$ cat config.mk
export PLATFORM = sky130hd
export DESIGN_NAME = cnt_sched
export DESIGN_NICKNAME = d
export VERILOG_FILES = /design/src/rtl/cnt_sched.sv
export SDC_FILE = /design/constraint.sdc
export NUM_CORES = 1
export LEC_CHECK = 0
export CAP_MARGIN = 20
export CORE_ASPECT_RATIO = 1.25
export CORE_MARGIN = 1.5
export CORE_UTILIZATION = 40
export CTS_CLUSTER_DIAMETER = 100
export CTS_CLUSTER_SIZE = 12
export DETAILED_ROUTE_END_ITERATION = 8
export PLACE_DENSITY = 0.73
export RECOVER_POWER = 25
export SYNTH_ARGS = -nofsm -noshare
export SYNTH_HDL_FRONTEND = slang
export SYNTH_SLANG_ARGS = --single-unit
$ cat constraint.sdc
create_clock -name clk -period 2.3 [get_ports clk]
set_input_delay 0.46 -clock clk [delete_from_list [all_inputs] [get_ports clk]]
set_output_delay 0.46 -clock clk [all_outputs]
set_load 0.005 [all_outputs]
$ cat src/rtl/cnt_sched.sv
// Round-robin owner of a shared saturating event counter.
// Grants bounded increment bursts and gates counter resets to one window value.
module cnt_sched #(
  parameter int WIDTH        = 5,
  parameter int NREQ         = 2,
  parameter int RESET_WINDOW = 15,
  parameter int BURST        = 4
) (
  input  logic             clk,
  input  logic             rst,
  input  logic [NREQ-1:0]  req,
  input  logic [NREQ-1:0]  rst_req,
  input  logic             stay,
  output logic [NREQ-1:0]  grant,
  output logic [WIDTH-1:0] counter,
  output logic             error,
  output logic             _rt_check,
  output logic             _rt_event
);

  localparam int PW = (NREQ > 1) ? $clog2(NREQ) : 1;
  localparam int BW = $clog2(BURST + 1);

  typedef enum logic [1:0] {IDLE, OWN, ERR} state_t;

  state_t           state_q, state_d;
  logic [NREQ-1:0]  grant_q, grant_d;
  logic [WIDTH-1:0] counter_q, counter_d;
  logic [PW-1:0]    ptr_q, ptr_d;
  logic [PW-1:0]    owner_q, owner_d;
  logic [BW-1:0]    burst_q, burst_d;
  logic             pend_q, pend_d;
  logic             error_q, error_d;

  logic             win;
  logic             inc;
  logic [WIDTH-1:0] cnt_next;
  logic [BW-1:0]    burst_inc;
  logic             release_o;
  logic [PW:0]      pk;
  logic [NREQ-1:0]  own_oh;

  // First set bit of m at or after s, wrapping; MSB flags a hit.
  function automatic logic [PW:0] pick(
    input logic [NREQ-1:0] m,
    input logic [PW-1:0]   s
  );
    logic [PW:0] r;
    int k;
    r = '0;
    for (int i = NREQ - 1; i >= 0; i--) begin
      k = (int'(s) + i) % NREQ;
      if (m[k]) r = {1'b1, PW'(k)};
    end
    return r;
  endfunction

  always_comb begin
    state_d   = state_q;
    grant_d   = grant_q;
    counter_d = counter_q;
    ptr_d     = ptr_q;
    owner_d   = owner_q;
    burst_d   = burst_q;
    pend_d    = pend_q;
    error_d   = error_q;
    pk        = '0;
    burst_inc = burst_q;
    release_o = 1'b0;
    own_oh    = NREQ'(1) << owner_q;

    win = pend_q && (counter_q == WIDTH'(RESET_WINDOW)) && !stay;
    inc = (state_q == OWN) && req[owner_q] && !stay;

    if (win)      cnt_next = '0;
    else if (inc) cnt_next = counter_q + 1'b1;
    else          cnt_next = counter_q;

    unique case (state_q)
      IDLE: begin
        pk = pick(req, ptr_q);
        if (pk[PW]) begin
          state_d = OWN;
          owner_d = pk[PW-1:0];
          grant_d = NREQ'(1) << pk[PW-1:0];
          burst_d = '0;
        end
      end
      OWN: begin
        burst_inc = inc ? burst_q + 1'b1 : burst_q;
        burst_d   = burst_inc;
        release_o = !req[owner_q] || (inc && burst_inc == BW'(BURST));
        if (release_o) begin
          ptr_d = PW'((int'(owner_q) + 1) % NREQ);
          pk    = pick(req & ~own_oh, ptr_d);
          if (pk[PW]) begin
            owner_d = pk[PW-1:0];
            grant_d = NREQ'(1) << pk[PW-1:0];
            burst_d = '0;
          end else if (req[owner_q]) begin
            burst_d = '0;
          end else begin
            grant_d = '0;
            state_d = IDLE;
          end
        end
      end
      ERR: begin
        grant_d = '0;
      end
      default: begin
        state_d = IDLE;
        grant_d = '0;
      end
    endcase

    if (state_q != ERR) begin
      counter_d = cnt_next;
      pend_d    = (pend_q & ~win) | (|rst_req);
      // Saturation traps at the edge the all-ones value lands.
      if (cnt_next == {WIDTH{1'b1}}) begin
        error_d = 1'b1;
        state_d = ERR;
        grant_d = '0;
      end
    end
  end

  always_ff @(posedge clk) begin
    if (rst) begin
      state_q   <= IDLE;
      grant_q   <= '0;
      counter_q <= '0;
      ptr_q     <= '0;
      owner_q   <= '0;
      burst_q   <= '0;
      pend_q    <= 1'b0;
      error_q   <= 1'b0;
    end else begin
      state_q   <= state_d;
      grant_q   <= grant_d;
      counter_q <= counter_d;
      ptr_q     <= ptr_d;
      owner_q   <= owner_d;
      burst_q   <= burst_d;
      pend_q    <= pend_d;
      error_q   <= error_d;
    end
  end

  assign grant     = grant_q;
  assign counter   = counter_q;
  assign error     = error_q;
  assign _rt_check = (counter_q == WIDTH'(1));
  assign _rt_event = !_rt_check;

endmodule
==> results.toml <==
[outcome]
status = "finished clean"

[drt]
drc = 0
wl_per_cell_um = 13.27
drtIter0Drc = 17
wl_mm = 2.561
via_per_inst = 5.497
first_pass_iters = 4
num_vias = 1061
ant_nets = 0

[cells_and_area]
fillers = 232
antennaDiodeCount = 0
fin_nets = 172
final_common_cell = "dfxtp_1"
final_cell_mix = "dfxtp_1 (15), nor2_1 (14), buf_4 (14)"
finalNonFillerCells = 193
final_area_um2 = 1378
area_delta_synth_final_pct = 29.68
drive_gt1_share_pct = 18.75

[synth]
synth_top_area_share_pct = 30.15
synth-edff-count = 0
ys_seq_elements = 16
ys_seq_area_share_pct = 30.15
yosys_warnings = 0
yosys_most_used_dff = "dfxtp_1"
synth_area_leader_cell = "dfxtp_1"
synth_area_um2 = 1062
synthDistinctLibCells = 42
synth_fp_nets = 142
postSynthAreaPerCell_um2 = 8.109
yosys-top-cells-area = "dfxtp_1 (30%), a21oi_1 (5.2%), nor2_1 (4.9%)"
synthArstFlopShare_pct = 0
synthCells = 131

[floorplan]
ios = 17
start_util_pct = 42.88
fp.dieArea_um2 = 2976
core.rowCount = 20
fp.dieW_um = 49.09
die_y_um = 60.62
core_um2 = 2477

[power_and_ir_drop]
power_density_nw_per_um2 = 441.3
p_leak_nw = 0.5570
finalPower_mw = 0.6079
ir_worst_vdd_v = 0.0002670

[clock_tree]
cts.sinks = 16
cts_tree = "built"
clk_pin_slew_worst_paths_ns = 0.10
cts_max_level = 1
clock_latency_ns = 0.28
ctsRootBufferMaster = "clkbuf_4"
cts_max_path_buffers = 2
cts_buffers = 3

[timing]
hold_viol = 0
final-setup-viol-count = 0
rsz0062_at_grt = "false"
finalCritPeriodShare_pct = 94.44
final_max_slew_viol_count = 0
worst_slew_pin_slew_ns = 0.3673
clock.fmax_mhz = 460.4
holdWs_ns = 0.4865
period_minus_slack_ns = 2.172
clock_skew_ns = 0.005693
max_slew_margin_pct = 74.99

[critical_path]
cp_num_buf_inv = 2
cp_slowest_cell = "or4b_4"
cpLargestDelayFamily = "buffers and inverters"
end_kind = "primary output"
cpPeakStageDelay_ns = 0.46
worstPathMaxFanout = 3
crit_required_ns = 1.84
startpoint_type = "flop"
cp_data_arrival_time_ns = 1.71
reg2reg_slack_ns = 0.14
criticalPathCategory = "flop to primary output"
crit_chain = "inv_1, ha_1, or4b_4, clkdlybuf4s50_1"

[grt]
first_global_vias = 1031
grt_usage_pct = 19.58
gr-total-overflow = 0
antenna_found_initial = 0
grt_start_max_net_pins = 14
grt_pass1_wl_mm = 4.478

[placed_design]
placed_cells = 188
dp_hpwl_mm = 1.981
place.gp.congestion = 0.8343
placed_area_um2 = 1330
io_buffers = 16

[hold_path]
hp-class = "flop to flop"

[job]
max_cap_viol_count = 0
==> power breakdown <==
part / switching (mW) / internal, mW / leakage, nW
Clock: 0.0871 / 0.0963 / 0.0210
Combinational: 0.0621 / 0.0640 / 0.405
Sequential: 0.0114 / 0.287 / 0.131
Total: 0.161 / 0.447 / 0.557
==> stage by stage <==
step                util [%]  setup TNS [ns]  worst slack, ns
floorplan                  -               0           0.3022
global placement       53.69         -0.2474         -0.07929
detailed placement     53.69         -0.5467          -0.1457
CTS                    55.71               0         0.001875
global route           55.61               0          0.01212
finish                 55.61               0           0.1278
==> final timing paths <==
path	from	endpoint	cells past startpoint
worst min register to register	pend_q	pend_q	2
worst min-delay path	pend_q	pend_q	2
worst max register to register	counter[0]	state_q[1]	9
worst max-delay path	counter[1]	_rt_event	4
==> cells in the mapped netlist, types with 3 or more instances <==
master / number
a21oi_1: 11
clkbuf_1: 3
dfxtp_1: 16
ha_1: 4
inv_1: 7
nand2_1: 13
nand3_1: 6
nor2_1: 14
nor3_1: 4
o211ai_1: 3
o21ai_0: 7
or3_1: 3
==> per-layer routing <==
layer | GRT usage [%] | vias to the layer above | wire [um]
li1 | - | 542 | -
met1 | 21.80 | 492 | 1138
met2 | 36.10 | 23 | 1296
met3 | 3.202 | 4 | 95
met4 | 10.61 | 0 | 31
met5 | 0 | - | 0
==> state kept, by name, indices dropped and copies added, names as in the netlist <==
signal   cells
owner_q      1
state_q      2
burst_q      3
pend_q       1
ptr_q        1
error        1
counter      5
grant        2
==> cell type report <==
cell class | count | area, um^2 | area share, %
Clock buffer | 4 | 36.28 | 2.634
Inverter | 7 | 26.28 | 1.907
Multi-Input combinational cell | 102 | 680.7 | 49.41
Sequential cell | 16 | 321.6 | 23.34
Tap cell | 33 | 41.29 | 2.997
Timing Repair Buffer | 31 | 271.5 | 19.71
==> timing repair <==
action	CTS	global route
hold buffers	0	0
setup buffers	1	0
endpoints found under the setup margin	2	1
gates resized for setup	3	1
==> worst register-to-register path: cells and delay by family, from the launching register on <==
kind	cells	cell delay [ns]
AND/OR/NAND/NOR	3	0.62
adder cells (fa/ha/maj)	2	0.53
buffers and inverters	2	0.29
flip-flops	1	0.33
multiplexers	1	0.19
AO/OA/AOI/OAI	1	0.15
==> logic make-up after synthesis <==
group	share of synthesized area, %
XOR/XNOR	1.649
multiplexers	4.122
flip-flops	30.15
buffers and inverters	6.125
AND/OR/NAND/NOR	28.74
AO/OA/AOI/OAI	24.50
adder cells (fa/ha/maj)	4.712
Power figures use the tool's default switching activity.
